<file path="src/rtl/mc_controller_if.sv">
// Instruction-field inputs and datapath control outputs of the multicycle RV32I control unit.
// Latency: none, plain signal bundle.
// Backpressure: none; optional memory-ready stalling is carried on a separate port.
interface mc_controller_if;
    logic [6:0] op;
    logic [2:0] funct3;
    logic       funct7b5;
    logic       zero;

    logic       pc_write;
    logic       adr_src;
    logic       mem_write;
    logic       ir_write;
    logic       reg_write;
    logic [1:0] result_src;
    logic [1:0] alu_src_a;
    logic [1:0] alu_src_b;
    logic [1:0] imm_src;
    logic [2:0] alu_control;

    // Controller side: consumes instruction fields, drives datapath controls.
    modport master (
        input  op, funct3, funct7b5, zero,
        output pc_write, adr_src, mem_write, ir_write, reg_write,
        output result_src, alu_src_a, alu_src_b, imm_src, alu_control
    );

    // Datapath side: the mirror image.
    modport slave (
        output op, funct3, funct7b5, zero,
        input  pc_write, adr_src, mem_write, ir_write, reg_write,
        input  result_src, alu_src_a, alu_src_b, imm_src, alu_control
    );
endinterface

</file>
<file path="src/rtl/mc_controller.sv">
// Multicycle RV32I control FSM: FETCH/DECODE/EXECUTE/MEM/WB sequencing of a shared datapath.
// Latency: Moore outputs from the state register; lw 5, sw/R/I/jal 4, beq 3, illegal 2 cycles.
// Backpressure: with MC_MEM_READY_EN defined, FETCH/MEMREAD/MEMWRITE stall while mem_ready = 0.
module mc_controller #(
    parameter int STATE_W = 4  // must be >= 4; codes beyond the defined states behave as FETCH
) (
    input  logic clk,
    input  logic reset,
`ifdef MC_MEM_READY_EN
    input  logic mem_ready,
`endif
    mc_controller_if.master bus
);

    localparam logic [6:0] OP_LW   = 7'b0000011;
    localparam logic [6:0] OP_SW   = 7'b0100011;
    localparam logic [6:0] OP_RTYP = 7'b0110011;
    localparam logic [6:0] OP_ITYP = 7'b0010011;
    localparam logic [6:0] OP_JAL  = 7'b1101111;
    localparam logic [6:0] OP_BEQ  = 7'b1100011;

    typedef enum logic [STATE_W-1:0] {
        S_FETCH    = STATE_W'(0),
        S_DECODE   = STATE_W'(1),
        S_MEMADR   = STATE_W'(2),
        S_MEMREAD  = STATE_W'(3),
        S_MEMWB    = STATE_W'(4),
        S_MEMWRITE = STATE_W'(5),
        S_EXECR    = STATE_W'(6),
        S_EXECI    = STATE_W'(7),
        S_ALUWB    = STATE_W'(8),
        S_JAL      = STATE_W'(9),
        S_BEQ      = STATE_W'(10)
    } state_t;

    state_t     state_q;
    state_t     state_d;

    logic       mem_rdy;
    logic       pc_update;
    logic       branch;
    logic       adr_src;
    logic       mem_write;
    logic       ir_write;
    logic       reg_write;
    logic [1:0] result_src;
    logic [1:0] alu_src_a;
    logic [1:0] alu_src_b;
    logic [1:0] alu_op;
    logic [2:0] alu_control;
    logic [1:0] imm_src;

`ifdef MC_MEM_READY_EN
    assign mem_rdy = mem_ready;
`else
    assign mem_rdy = 1'b1;
`endif

    // State register; reset returns to FETCH, aborting whatever instruction was in flight.
    always_ff @(posedge clk) begin
        if (reset) begin
            state_q <= S_FETCH;
        end else begin
            state_q <= state_d;
        end
    end

    // Next-state and per-state datapath controls; reset forces FETCH controls with all writes off.
    always_comb begin
        state_d    = S_FETCH;
        pc_update  = 1'b0;
        branch     = 1'b0;
        adr_src    = 1'b0;
        mem_write  = 1'b0;
        ir_write   = 1'b0;
        reg_write  = 1'b0;
        result_src = 2'b00;
        alu_src_a  = 2'b00;
        alu_src_b  = 2'b00;
        alu_op     = 2'b00;

        case (state_q)
            S_FETCH: begin
                alu_src_b  = 2'b10;
                result_src = 2'b10;
                ir_write   = mem_rdy;
                pc_update  = mem_rdy;
                state_d    = mem_rdy ? S_DECODE : S_FETCH;
            end
            S_DECODE: begin
                // ALU precomputes OldPC + imm so BEQ already has its target in ALUOut.
                alu_src_a = 2'b01;
                alu_src_b = 2'b01;
                case (bus.op)
                    OP_LW, OP_SW: state_d = S_MEMADR;
                    OP_RTYP:      state_d = S_EXECR;
                    OP_ITYP:      state_d = S_EXECI;
                    OP_JAL:       state_d = S_JAL;
                    OP_BEQ:       state_d = S_BEQ;
                    default:      state_d = S_FETCH;  // illegal op is skipped without side effects
                endcase
            end
            S_MEMADR: begin
                alu_src_a = 2'b10;
                alu_src_b = 2'b01;
                state_d   = (bus.op == OP_LW) ? S_MEMREAD : S_MEMWRITE;
            end
            S_MEMREAD: begin
                adr_src = 1'b1;
                state_d = mem_rdy ? S_MEMWB : S_MEMREAD;
            end
            S_MEMWB: begin
                result_src = 2'b01;
                reg_write  = 1'b1;
                state_d    = S_FETCH;
            end
            S_MEMWRITE: begin
                adr_src   = 1'b1;
                mem_write = mem_rdy;
                state_d   = mem_rdy ? S_FETCH : S_MEMWRITE;
            end
            S_EXECR: begin
                alu_src_a = 2'b10;
                alu_op    = 2'b10;
                state_d   = S_ALUWB;
            end
            S_EXECI: begin
                alu_src_a = 2'b10;
                alu_src_b = 2'b01;
                alu_op    = 2'b10;
                state_d   = S_ALUWB;
            end
            S_ALUWB: begin
                reg_write = 1'b1;
                state_d   = S_FETCH;
            end
            S_JAL: begin
                alu_src_a = 2'b01;
                alu_src_b = 2'b10;
                pc_update = 1'b1;
                state_d   = S_ALUWB;
            end
            S_BEQ: begin
                alu_src_a = 2'b10;
                alu_op    = 2'b01;
                branch    = 1'b1;
                state_d   = S_FETCH;
            end
            default: begin
                // Unused encodings look like FETCH for one cycle, then land in a real FETCH.
                alu_src_b  = 2'b10;
                result_src = 2'b10;
                ir_write   = mem_rdy;
                pc_update  = mem_rdy;
                state_d    = S_FETCH;
            end
        endcase

        if (reset) begin
            pc_update  = 1'b0;
            branch     = 1'b0;
            adr_src    = 1'b0;
            mem_write  = 1'b0;
            ir_write   = 1'b0;
            reg_write  = 1'b0;
            result_src = 2'b10;
            alu_src_a  = 2'b00;
            alu_src_b  = 2'b10;
            alu_op     = 2'b00;
            state_d    = S_FETCH;
        end
    end

    // ALU decoder: alu_op selects add, sub, or a funct3-driven operation.
    always_comb begin
        alu_control = 3'b000;
        case (alu_op)
            2'b01: alu_control = 3'b001;
            2'b10: begin
                case (bus.funct3)
                    3'b000:  alu_control = (bus.funct7b5 & bus.op[5]) ? 3'b001 : 3'b000;
                    3'b010:  alu_control = 3'b101;
                    3'b110:  alu_control = 3'b011;
                    3'b111:  alu_control = 3'b010;
                    3'b101:  alu_control = 3'b111;
                    default: alu_control = 3'b000;
                endcase
            end
            default: alu_control = 3'b000;
        endcase
    end

    // Immediate format follows the opcode alone, independent of state.
    always_comb begin
        case (bus.op)
            OP_SW:   imm_src = 2'b01;
            OP_BEQ:  imm_src = 2'b10;
            OP_JAL:  imm_src = 2'b11;
            default: imm_src = 2'b00;
        endcase
    end

    assign bus.pc_write    = pc_update | (branch & bus.zero);
    assign bus.adr_src     = adr_src;
    assign bus.mem_write   = mem_write;
    assign bus.ir_write    = ir_write;
    assign bus.reg_write   = reg_write;
    assign bus.result_src  = result_src;
    assign bus.alu_src_a   = alu_src_a;
    assign bus.alu_src_b   = alu_src_b;
    assign bus.imm_src     = imm_src;
    assign bus.alu_control = alu_control;

endmodule

</file>
<file path="src/flat_wrapper.sv">
// flat-port wrapper written by rule: the top's interface ports become plain ports
module mc_controller_flat 
#(
    parameter int STATE_W = 4                                                                  
)
  (clk, reset, bus_op, bus_funct3, bus_funct7b5, bus_zero, bus_pc_write, bus_adr_src, bus_mem_write, bus_ir_write, bus_reg_write, bus_result_src, bus_alu_src_a, bus_alu_src_b, bus_imm_src, bus_alu_control);
  mc_controller_if bus_i ();
  input  logic clk;
  input  logic reset;
  input wire logic [$bits(bus_i.op)-1:0] bus_op;
  input wire logic [$bits(bus_i.funct3)-1:0] bus_funct3;
  input wire logic [$bits(bus_i.funct7b5)-1:0] bus_funct7b5;
  input wire logic [$bits(bus_i.zero)-1:0] bus_zero;
  output wire logic [$bits(bus_i.pc_write)-1:0] bus_pc_write;
  output wire logic [$bits(bus_i.adr_src)-1:0] bus_adr_src;
  output wire logic [$bits(bus_i.mem_write)-1:0] bus_mem_write;
  output wire logic [$bits(bus_i.ir_write)-1:0] bus_ir_write;
  output wire logic [$bits(bus_i.reg_write)-1:0] bus_reg_write;
  output wire logic [$bits(bus_i.result_src)-1:0] bus_result_src;
  output wire logic [$bits(bus_i.alu_src_a)-1:0] bus_alu_src_a;
  output wire logic [$bits(bus_i.alu_src_b)-1:0] bus_alu_src_b;
  output wire logic [$bits(bus_i.imm_src)-1:0] bus_imm_src;
  output wire logic [$bits(bus_i.alu_control)-1:0] bus_alu_control;
  assign bus_i.op = bus_op;
  assign bus_i.funct3 = bus_funct3;
  assign bus_i.funct7b5 = bus_funct7b5;
  assign bus_i.zero = bus_zero;
  assign bus_pc_write = bus_i.pc_write;
  assign bus_adr_src = bus_i.adr_src;
  assign bus_mem_write = bus_i.mem_write;
  assign bus_ir_write = bus_i.ir_write;
  assign bus_reg_write = bus_i.reg_write;
  assign bus_result_src = bus_i.result_src;
  assign bus_alu_src_a = bus_i.alu_src_a;
  assign bus_alu_src_b = bus_i.alu_src_b;
  assign bus_imm_src = bus_i.imm_src;
  assign bus_alu_control = bus_i.alu_control;
  mc_controller #(.STATE_W(STATE_W)) u_core (.clk(clk), .reset(reset), .bus(bus_i));
endmodule
</file>
<file path="config.mk">
export PLATFORM = sky130hd
export DESIGN_NAME = mc_controller_flat
export DESIGN_NICKNAME = d
export VERILOG_FILES = /design/src/rtl/mc_controller_if.sv /design/src/rtl/mc_controller.sv /design/src/flat_wrapper.sv
export SDC_FILE = /design/constraint.sdc
export NUM_CORES = 1
export LEC_CHECK = 0
export ABC_AREA = 1
export CORE_MARGIN = 2
export CORE_UTILIZATION = 42
export CTS_CLUSTER_DIAMETER = 100
export CTS_CLUSTER_SIZE = 20
export DETAILED_ROUTE_END_ITERATION = 7
export PLACE_DENSITY = 0.87
export REMOVE_ABC_BUFFERS = 1
export SLEW_MARGIN = 15
export SYNTH_ARGS = -nofsm -noshare
export SYNTH_HDL_FRONTEND = slang
export SYNTH_SLANG_ARGS = --single-unit
</file>
<file path="constraint.sdc">
create_clock -name clk -period 2.4 [get_ports clk]
set_input_delay 0.36 -clock clk [delete_from_list [all_inputs] [get_ports clk]]
set_output_delay 0.36 -clock clk [all_outputs]
set_load 0.005 [all_outputs]
</file>
Word-level counts from Yosys, hierarchy flattened
Index checks and enable logic that the tools add are counted.

storage, ports and cells
  output and inout bits = 16
  input port bits = 14
  logic and storage cells = 67
  register bits = 4

cells by class
  reductions and logical operators = 14
  bitwise gates (word level) = 3
  multiplexer cells = 27
  eq/ne operators = 22

operators by type and width
  cell                number
  $pmux 4 s5          2
  $reduce_or 9->1     2
  $eq 4x3->1 const B  4
  $pmux 2 s2          4
  $pmux 3 s5          1
  $eq 7x6->1 const B  2
  $eq 7x7->1 const B  2
  $mux 1              13
  $eq 4x4->1 const B  3
  $reduce_or 10->1    1
  $reduce_or 2->1     5
  $eq 3x3->1 const B  3
  $eq 4x2->1 const B  2
  $mux 2              4
  $eq 7x2->1 const B  1
  $eq 7x5->1 const B  1
  $pmux 2 s3          1
  $pmux 3 s2          1
  $reduce_or 3->1     2
  $reduce_or 6->1     1
  $eq 4x1->1 const B  1
  $logic_not 4->1     1
  $reduce_or 4->1     1
  $eq 3x2->1 const B  1
  other kinds (6)     7

Longest topological paths before layout
  word-level depth = 6
  depth in mapped cells = 10
  depth with buffers taken out = 10

Worst setup path before layout
Ideal clock, no wire load.

  path type = input to output
  from = input port reset
  to = output port bus_alu_control[2]
  stages = 8
  path buffers = 1
  arrival = 1.467 ns
  data required time = 2.040 ns
  slack = 0.573 ns
  cells stage by stage = buf_2 > inv_1 > nand2_1 > nor2_2 > ha_1 > inv_1 > o22ai_1 > nor3b_1

between the ends
  cells in the longest elaborated chain, start to end = 3
  elaborated cells between the ends (all ways) = 4
  those cells by class = eq/ne (2); mux (2)

RTL lines
  item                                             RTL line              source
  start, declared                                  flat_wrapper.sv:9     input logic reset;
  $mux 2 *                                         mc_controller.sv:159  if (reset) begin
  $eq 2x2->1 / $eq 2x1->1 (equally long branches)  mc_controller.sv:177  case (alu_op)
  $pmux 3 s2 *                                     mc_controller.sv:177
  end, declared                                    flat_wrapper.sv:23    output wire logic [$bits(bus_i.alu_control)-1:0] bus_alu_control;

Every way passes the cells marked *; elsewhere a longest branch is shown, timed or not.

Final worst setup path
  from = input port reset
  to = output port bus_alu_control[0]

Same word-level chain as after synthesis.

==> results.md <==
* Most common cell after layout, fill and taps aside: nand2_1
* Core area at 1301 µm²
* Via count at approximately 830
* Clock power frac at a little over a third
* Slew @ Worst Pin at around 260 ps
* Number of global-route vias before repair at roughly 740
* First-pass GRT wire length at ~2800 µm
* Sequential fraction of the synthesis area at a little over an eighth
* Diode count at 0
* PD cells at 242.6 nW/µm²
* Post-Syn Instances at between 100 and 150
* Critical path launch point type: input port
* Final Skew at around 2.1 ps
* Post-synth top area share at 23.52%
* Logic pwr share at a little over a third
* Crit-path cells: clkdlybuf4s50_1, inv_2, nand2_1, nor2_2, ha_2, nand2_1, o22ai_2, a21oi_2, nor2_1, dlygate4sd2_1
* Clk root buf: clkbuf_4
* Drt first pass iters at 4
* Most frequent cells in the layout: nand2_1 (37), clkdlybuf4s50_1 (25), inv_1 (19), nor2_1 (12), nor2_2 (9)
* Worst Min Path Start: u_core.state_q[0]
* Share of power burned in registers at between 20% and 30%
* Top cell family by delay on the critical path: buffers and inverters
* Final Max Tran Viols at 0
* Setup CP Type: in -> out
* Final setup violation count at 0
* Initial antenna violation count at 0
* Post-route setup TNS at 0 ps
* Sw Share at between 20 and 30%
* Gr usage total at about a fifth
* Top flop regs: u_core.state_q x4
* Outcome: completed
* Fin. Hold Viols at 0
* Worst VDD drop at 0.2812 mV
* Port bufs at 29
* Dominant cells by area after synthesis: nand2_1 (24%), dfxtp_1 (14%), inv_1 (13%)
* FF+latch count, synth at 4
* Final period utilization at 94.84%
* Worst r2r src: u_core.state_q[2]
* Crit. path cell count at 10
* CTS max path bufs at 2
* Crit path DAT at 1920 ps
* Mapped cell area at slightly below 600 µm²
* Hold_ws at roughly 650 ps
* Hold crit path type: reg -> reg
* Synthesis warning total at 0
* Crit path time final at roughly 2300 ps
* Static Leak at a little over 0.5 nW
* Chip Height at 41.50 µm
* Largest net degree at the start of global routing at 8
* DIE AREA at 1722 µm²
* Initial core utilization at 45.38%
* CTS tree: yes
* Tot Pwr at between 0.2 and 0.25 mW
* Sw Pwr at approximately 0.07 mW
* MaxCap Viol Count at 0
* RSZ-0062 raised after global routing: true
* Critical Path Max Stage Delay at 430 ps
* Worst endpoint required time at 2040 ps
* Final HPWL DP at around 1300 µm
* IO Count at 30
* Row count at 13
* Hold Path Cell Cnt at 5
* Iter 0 DRT Violations at 34
* Critical Path Most Common Cell: nand2_1
* Drt total wl at around 1800 µm
* Share of cells above drive strength 1 at 21.05%
* Syn avg cell area at between 5 and 6 µm²
* Area grow syn2layout at 67.16%
* CP Capture Type: output port
* CP Max Fanout at 3
* # DRC at 0
* CTS Sinks at 4
* Htree depth at 1
* Worst skew pair latency at around 240 ps
* Remaining global-route overflow at 0
* Max Clk Rate at about 440 MHz
* Pre-CTS setup slack at -228.7 ps
* Max-slew headroom at around 83%
* Buffer and inverter count on the worst path at 3
* Vias per Instance at roughly 5
* Wire per inst at around 11 µm
* CTS clk-pin slew, worst paths at about 40 ps
* GP Congestion at 0.8534
* Nets at 170
* Antenna viol nets, final at 0
* Max reg flops at 4
* CTS Buf Count at 3
* Die width at between 40 and 50 µm
* Fill cells at between 100 and 150
* Post-synth top area cell: nand2_1
* CP max-delay cell: clkdlybuf4s50_1
* R2R depth at 6
* Crit path launch: reset
* Setup WS post-layout at around 120 ps
* Reg with most FFs: u_core.state_q
* Distinct cells, synth at 20
* Pint at ~0.17 mW
-- final timing paths --
| kind | end | slack, ps |
|---|---|---|
| worst max register to register | u_core.state_q[0] | 1250 |
| worst min-delay path | u_core.state_q[0] | 650 |
| worst min register to register | u_core.state_q[0] | 650 |
| worst max-delay path | bus_alu_control[0] | 120 |
-- cell type report --
type	count	area (µm²)	area share, %
Multi-Input combinational cell	86	436.7	44.23
Timing Repair Buffer	36	341.6	34.60
Clock buffer	3	22.52	2.281
Tap cell	15	18.77	1.901
Sequential cell	4	81.33	8.238
Inverter	23	86.33	8.745
-- layer usage --
layer	vias up	wire length (µm)	share of wire, %	track usage (%)
li1	430	-	-	-
met1	371	734	41	21.49
met2	31	936	53	38.44
met3	0	104	5.9	4.783
met4	0	0	0	4.516
met5	-	0	0	0
-- kinds of logic after synthesis --
family | share of synthesized area, %
AOI/OAI and AO/OA | 13.56
and+or+nand+nor | 53.18
adders and majority gates | 4.237
DFF | 13.56
buffers and inverters | 15.46
-- power groups by stage --
stage	Sequential (mW)	Clock, mW	Combinational [mW]
2_1_floorplan	0.0715	0	0.0328
3_3_place_gp	0.0707	0	0.0820
3_5_place_dp	0.0708	0	0.0837
4_1_cts	0.0697	0.0851	0.0844
5_1_grt	0.0699	0.0895	0.0936
6_report	0.0698	0.0838	0.0859
-- cells in the mapped netlist (all sizes together) --
master	instances
ha	2
dfxtp	4
nor3	3
nand2	37
o21ai	3
o211ai	1
a21oi	8
nor3b	1
nor2	22
o22ai	1
inv	23
o31ai	1
buf	1
nand3	7
-- stage by stage --
stage	instance area, µm²	std cells	utilization [%]
after floorplan	585.6	113	-
after global placement	932.1	162	71.63
after detailed placement	932.1	162	71.63
after CTS	967.2	166	74.33
after global routing	987.2	167	75.87
final	987.2	167	75.87
-- what timing repair did --
action | in CTS | in global routing
hold buffers | 0 | 0
setup endpoints to repair | 2 | 3
resized for setup | 5 | 7
pin swaps | 2 | 2
gates cloned | 0 | 0
buffers inserted | 1 | 1
-- worst reg2reg max path: cells and delay by family, from the launching register on --
family,cells,cell delay [ps]
simple gates,5,580
flops,1,340
buf+inv,1,160
Power figures use the tool's default switching activity.
